`src/rtl/bcp_implication_scheduler.sv`:
```
// BCP implication scheduler: captures a pending-lane vector and issues lanes highest index first.
// Optional build macro BCP_SCHED_MERGE_EN lets new requests merge into a vector that is still issuing.
module bcp_implication_scheduler #(
    parameter int WIDTH = 8,
    parameter int IDX_W = 3
) (
    input  logic             clock,
    input  logic             reset,
    input  logic             load_valid,
    input  logic [WIDTH-1:0] load_vec,
    output logic             load_ready,
    output logic             issue_valid,
    output logic [IDX_W-1:0] issue_idx,
    input  logic             issue_ready,
    input  logic             abort,
    output logic             busy,
    output logic             done,
    output logic [IDX_W:0]   issued_count,
    output logic [1:0]       state_dbg
);
    // Handshakes: a transfer happens on a rising edge where valid and ready are both high.
    // Once raised, valid and its payload hold until that edge, and abort in the same cycle cancels the transfer.
    typedef enum logic [1:0] {IDLE = 2'd0, ISSUE = 2'd1, DONE = 2'd2} state_t;

    state_t           state_q, state_d;
    logic [WIDTH-1:0] pending_q, pending_d, pending_nxt, grant;
    logic [IDX_W:0]   count_q, count_d;
    logic [IDX_W-1:0] idx_q, idx_d;
    logic             handshake;

    function automatic logic [IDX_W-1:0] hi_idx(input logic [WIDTH-1:0] v);
        hi_idx = '0;
        for (int i = 0; i < WIDTH; i++) begin
            if (v[i]) hi_idx = IDX_W'(i);
        end
    endfunction

    always_ff @(posedge clock or posedge reset) begin
        if (reset) begin
            state_q   <= IDLE;
            pending_q <= '0;
            count_q   <= '0;
            idx_q     <= '0;
        end else begin
            state_q   <= state_d;
            pending_q <= pending_d;
            count_q   <= count_d;
            idx_q     <= idx_d;
        end
    end

    always_comb begin
        state_d     = state_q;
        pending_d   = pending_q;
        count_d     = count_q;
        pending_nxt = pending_q;
        handshake   = (state_q == ISSUE) && issue_ready;
        grant       = {{(WIDTH-1){1'b0}}, 1'b1} << idx_q;
        case (state_q)
            IDLE: begin
                if (load_valid) begin
                    count_d = '0;
                    if (load_vec != '0) begin
                        pending_d = load_vec;
                        state_d   = ISSUE;
                    end else begin
                        state_d = DONE;
                    end
                end
            end
            ISSUE: begin
                if (handshake) begin
                    pending_nxt = pending_q & ~grant;
                    if (count_q < (IDX_W+1)'(WIDTH)) count_d = count_q + 1'b1;
                end
`ifdef BCP_SCHED_MERGE_EN
                // OR-ing after the clear re-queues a merged bit equal to the lane just granted.
                if (load_valid) pending_nxt = pending_nxt | load_vec;
`endif
                pending_d = pending_nxt;
                if (pending_nxt == '0) state_d = DONE;
            end
            DONE:    state_d = IDLE;
            default: state_d = IDLE;
        endcase
        if (abort) begin
            state_d   = IDLE;
            pending_d = '0;
            count_d   = count_q;
        end
        // The offered index is frozen while waiting for ready, so a merge cannot retarget it.
        idx_d = (state_q == ISSUE && !handshake && !abort) ? idx_q : hi_idx(pending_d);
    end

`ifdef BCP_SCHED_MERGE_EN
    assign load_ready = (state_q == IDLE) || (state_q == ISSUE);
`else
    assign load_ready = (state_q == IDLE);
`endif
    assign issue_valid  = (state_q == ISSUE);
    assign issue_idx    = idx_q;
    assign busy         = (state_q != IDLE);
    assign done         = (state_q == DONE);
    assign issued_count = count_q;
    assign state_dbg    = state_q;
endmodule

```
`config.mk`:
```
export PLATFORM = sky130hd
export DESIGN_NAME = bcp_implication_scheduler
export DESIGN_NICKNAME = d
export VERILOG_FILES = /design/src/rtl/bcp_implication_scheduler.sv
export SDC_FILE = /design/constraint.sdc
export NUM_CORES = 1
export LEC_CHECK = 0
export BUFFER_PORTS_ARGS = -buffer_cell sky130_fd_sc_hd__buf_2
export CORE_AREA = 2 2 52 54
export CTS_CLUSTER_SIZE = 24
export DETAILED_ROUTE_END_ITERATION = 8
export DIE_AREA = 0 0 54 56
export PLACE_DENSITY = 0.84
export SLEW_MARGIN = 25
export SYNTH_ARGS = -nofsm -noshare
export SYNTH_HDL_FRONTEND = slang
export SYNTH_SLANG_ARGS = --single-unit
```
`constraint.sdc`:
```
create_clock -name clock -period 2.05 [get_ports clock]
set_clock_uncertainty 0.2 [all_clocks]
set_input_delay 0.205 -clock clock [delete_from_list [all_inputs] [get_ports clock]]
set_output_delay 0.205 -clock clock [all_outputs]
set_load 0.05 [all_outputs]
```
After elaboration in Yosys (flattened, before gate mapping)
Index checks and enable logic that the tools add are counted.

ROM bits: 0. Memories: 0. Latch bits: 0. Input port bits: 13. Logic and storage cells: 55. Output and inout bits: 13. Memory bits (writable): 0. Register bits after elaboration: 17.

Order comparisons: 1. Equal/unequal tests: 8. Bitwise operators: 3. Muxes and demuxes: 22. Multipliers: 0. Shift operators: 1. Div/mod/pow operators: 0. Reduce and logical (&&, ||, !) cells: 14. Add/subtract/negate cells: 1.

Operator list (number): $mux W8 (5); $mux W3 (6); $pmux W8 S2 (1); $mux W4 (3); $and A8 B8 Y8 (1); $logic_not A8 Y1 (1); $mux W2 (4); $not A8 Y8 (1); $pmux W4 S2 (1); $reduce_bool A8 Y1 (1); $shl A1 B3 Y8 const A (1); $ne A3 B1 Y1 const B (2); $reduce_and A5 Y1 (1); $add A4 B1 Y4 const B (1); $lt A4 B4 Y1 const B (1); $ne A2 B1 Y1 const B (2); $pmux W2 S2 (1); $reduce_bool A2 Y1 (2); $logic_and A1 B1 Y1 (3); $ne A3 B2 Y1 const B (1); $reduce_and A3 Y1 (1); $reduce_bool A3 Y1 (1); $eq A2 B1 Y1 const B (1); $eq A2 B2 Y1 const B (1); 6 further kinds (7).

Logic depth before layout (Yosys ltp)
Depth after elaboration: 14. Mapped depth: 7. Depth with buffers taken out: 6.

Worst setup path before layout
OpenSTA, ideal clock, no wires.

Path kind: register to register. Start: register state_q[0], in the netlist state_dbg[0]. End: register idx_q[2], in the netlist issue_idx[2]. Data required time: 1724 ps. Path buffers: 1. Stages on the path, launching flop included: 8. Period minus slack after synthesis: 2841 ps. Library setup time: 126 ps. Setup slack: -791 ps. Data arrival time: 2515 ps. Cells stage by stage: dfrtp_1 -> buf_2 -> or2_2 -> inv_1 -> and3_1 -> a311oi_2 -> a41oi_2 -> o32a_1.

Elaborated cells between the ends (all ways): 15. Those cells by class: 1 x eq/ne; 9 x mux; 5 x reduce/logical.

RTL lines: start, declared (RTL line 25) `state_t state_q, state_d;`; start signal, assigned (RTL line 45) `state_q <= state_d;`; $logic_not A2 Y1 *; named net load_ready (RTL line 11) `output logic load_ready,`; $pmux W8 S2 * (RTL line 59) `case (state_q)`; $mux W8 * (RTL line 86) `if (abort) begin`; $mux W3 (4 in a row) (RTL line 34) `if (v[i]) hi_idx = IDX_W'(i);`; $mux W3 * (RTL line 34); end signal, assigned (RTL line 48) `idx_q <= idx_d;`; end, declared (RTL line 28) `logic [IDX_W-1:0] idx_q, idx_d;`.

Mark *: on every way through the listed nets, which the timed path passes. The rest lies on a longest branch. The select of a mux whose other input is x is not followed. A chain may end at the register's enable or synchronous reset.

Final worst setup path
Start: register state_q[1], in the netlist state_dbg[1]. End: register idx_q[2], in the netlist issue_idx[2].

Cells in the longest elaborated chain, start to end: 11. Elaborated cells between the ends (all ways): 15. Those cells by class: 1 x eq/ne; 9 x mux; 5 x reduce/logical.

Ends and longest elaborated chain: $eq A2 B1 Y1 (RTL line 57, 59, 92); $logic_and A1 B1 Y1 (RTL line 57) `handshake = (state_q == ISSUE) && issue_ready;`; $mux W8 (RTL line 72) `if (handshake) begin`; $mux W8 (RTL line 59); $pmux W8 S2 (RTL line 59); $mux W8 (RTL line 86); $mux W3 (5 in a row) (RTL line 34).

Parallel ways exist; a longest one is shown, timed or not. The select of a mux whose other input is x is not followed.

==> qor.csv <==
stage;metric;value;unit
status;status;finished, violations left;
status;violations;setup timing;
sta;relSlewSlack;52.4;%
logic_synthesis;synth_ff_type;dfrtp_1;
global_routing;grt_pass1_wl;5.93;mm
global_routing;grt_pass1_vias;1308;
power;powerDensity;751;nW/µm²
setup_path;startpoint_type;flop;
logic_synthesis;yosysTopAreaCellShare;37.1;%
logic_synthesis;synth-seq-cells;17;
power;p_leak;0.763;nW
logic_synthesis;async_flop_share;100;%
sta;post-route-worst-setup-slack;-0.204;ns
sta;slew_violations;0;
routing;wl;4.19;mm
routing;drcViolationCount;0;
clock_tree;htree_levels;1;
logic_synthesis;yosysSeqAreaShare;37.1;%
routing;post_drt_wl_per_cell;19.9;µm
placed_design;placed_cells;196;
sta;hold_viol;0;
setup_path;crit_path_max_fanout;5;
placed_design;numPortBuffers;25;
worst_hold_path;hold_class;input pin to flop;
floorplanning;row_count;18;
final_layout;fin_cells;211;
routing;vias_per_cell;6.62;
routing;via_count;1397;
logic_synthesis;synth_area_leaders;dfrtp_1 37%, o21ai_0 4.8%, nor2_1 3.6%;
floorplanning;dieArea;3020;µm²
logic_synthesis;syn_avg_cell_area;9.39;µm²
power;peakVddDrop;0.609;mV
floorplanning;design.core.area;2430;µm²
final_layout;diodes;0;
clock_tree;cts_sinks;17;
floorplanning;die-width;54;µm
final_layout;final_nets;196;
logic_synthesis;netlist_area;1150;µm²
sta;setup_viol;5;
routing;dr.pass1.iters;7;
setup_path;required;2.03;ns
setup_path;cp-end-kind;flop;
final_layout;drive_gt1_share;50.3;%
final_layout;seqCellArea;428;µm²
logic_synthesis;synth_warnings;0;
sta;period_needed;2.25;ns
global_routing;antenna_found_initial;0;
sta;rsz0062_at_grt;true;
logic_synthesis;netlist-cell-type-count;52;
clock_tree;clock_path_buffers;2;
run;maxCapViolCount;0;
final_layout;layout_commonest_cell;buf_4;
placed_design;globalplace.congestion;1.07;
setup_path;reg2regPathDepth;8;
logic_synthesis;yosys.area.top_type;dfrtp_1;
clock_tree;cts.clk_slew.worst_paths;0.10;ns
final_layout;layout_common_cells;30 x buf_4, 25 x buf_2, 15 x dfrtp_1;
logic_synthesis;syn_nets;136;
global_routing;grt_max_degree;18;
final_layout;fillers;160;
floorplanning;die_h;56;µm
setup_path;arrival;2.24;ns
clock_tree;cts_buffers;3;
routing;drt_iter0_markers;108;
sta;max_freq;444;MHz
floorplanning;initial_core_util;47.1;%
clock_tree;clk_latency;0.29;ns
clock_tree;clock_tree.root_cell;clkbuf_4;
final_layout;multi_input_area;776;µm²
global_routing;grtUsageTotal;27.0;%
setup_path;reg2reg_from;state_dbg[1];
sta;hold_ws;0.0263;ns
final_layout;synthToLayoutAreaGrowth;46.6;%
logic_synthesis;synth_edf_count;0;
sta;period_share;110;%
placed_design;hpwl;2.76;mm
global_routing;grt-ovfl-total;0;
worst_hold_path;hp-start;load_vec[0];
floorplanning;io_pins;26;
routing;ant_nets;0;
clock_tree;cts_tree;built;
sta;tightest_slew;0.706;ns
logic_synthesis;synthCells;122;
worst_hold_path;hold_depth;3;
setup_path;path_class;flop to flop;
setup_path;critical_path.startpoint;state_dbg[1];
[sequential cells by signal, indices dropped and copies added (netlist names)]
| name | count |
|---|---|
| issue_idx | 3 |
| issued_count | 4 |
| pending_q | 8 |
| state_dbg | 2 |
[Yosys cell counts (all sizes together) (2+ instances only)]
cell type / n
o21a: 4
or3: 2
a211oi: 2
nor3b: 2
mux2i: 2
buf: 4
nor2: 11
nor4: 5
o22ai: 2
a21o: 2
nor2b: 3
o22a: 2
a21boi: 2
dfrtp: 17
o21ai: 12
nand3: 8
inv: 4
nand2: 4
and3: 2
a21oi: 8
a22oi: 2
nand2b: 3
nor3: 2
[through the flow]
stage / setup WS, ns / util, % / total power [mW] / area (µm²) / setup TNS, ns
after global placement: -0.117 / 60.6 / 0.949 / 1470 / -0.264
after floorplan: -0.442 / - / 0.782 / 1180 / -1.11
after global routing: -0.309 / 69.1 / 1.33 / 1680 / -1.40
after CTS: -0.114 / 65.2 / 1.19 / 1590 / -0.252
after detailed placement: -0.194 / 60.6 / 0.974 / 1470 / -0.468
final: -0.204 / 69.1 / 1.26 / 1680 / -0.690
[report_power, final]
part | internal [mW] | switching (mW)
clock network | 0.0756 | 0.107
logic | 0.253 | 0.397
registers | 0.376 | 0.0538
total | 0.704 | 0.558
[kinds of logic (layout without fill, tap and decap cells)]
kind of cell             after synthesis  count (layout)  share of synthesized area (%)
buffers and inverters                  8              67                           4.15
AO/OA/AOI/OAI                         44              44                           28.6
multiplexers                           2               2                           1.75
adder cells (fa/ha/maj)                1               1                           1.09
flip-flops                            17              17                           37.1
AND/OR/NAND/NOR                       50              50                           27.3
[critical path, stage by stage (launching register included)]
cell	delay [ns]
dfrtp_2	0.46
or3b_4	0.42
buf_6	0.15
o211ai_2	0.07
a21boi_4	0.21
buf_4	0.13
buf_6	0.08
a41oi_4	0.12
o32a_1	0.31
[cell type report]
| class | count | share of cell area, % |
|---|---|---|
| Tap cell | 30 | 2.23 |
| Sequential cell | 17 | 25.5 |
| Clock buffer | 4 | 1.56 |
| Multi-Input combinational cell | 97 | 46.2 |
| Timing Repair Buffer | 59 | 23.5 |
| Inverter | 4 | 1.12 |
[metal layers]
layer | share of wire [%] | GRT usage, % | routed length [µm]
met5 | 0 | 0 | 0
met4 | 5.7 | 12.1 | 237
met3 | 11 | 4.30 | 480
met2 | 47 | 46.2 | 1980
met1 | 36 | 32.0 | 1490
[what timing repair did]
action | CTS | global route
buffers inserted | 6 | 5
endpoints found under the setup margin | 3 | 5
gates resized for setup | 8 | 12
hold buffers | 1 | 0
hold endpoints to repair | 17 | 0
pin swaps | 6 | 5
[final timing paths]
path                                   end  slack, ns
max                           issue_idx[2]      -0.20
min                           pending_q[0]       0.03
max reg2reg                   issue_idx[2]      -0.20
min reg2reg                issued_count[2]       0.33
max in group asynchronous     state_dbg[0]       0.86
min in group asynchronous  issued_count[1]       0.34
(Power assumes the default switching activity.)
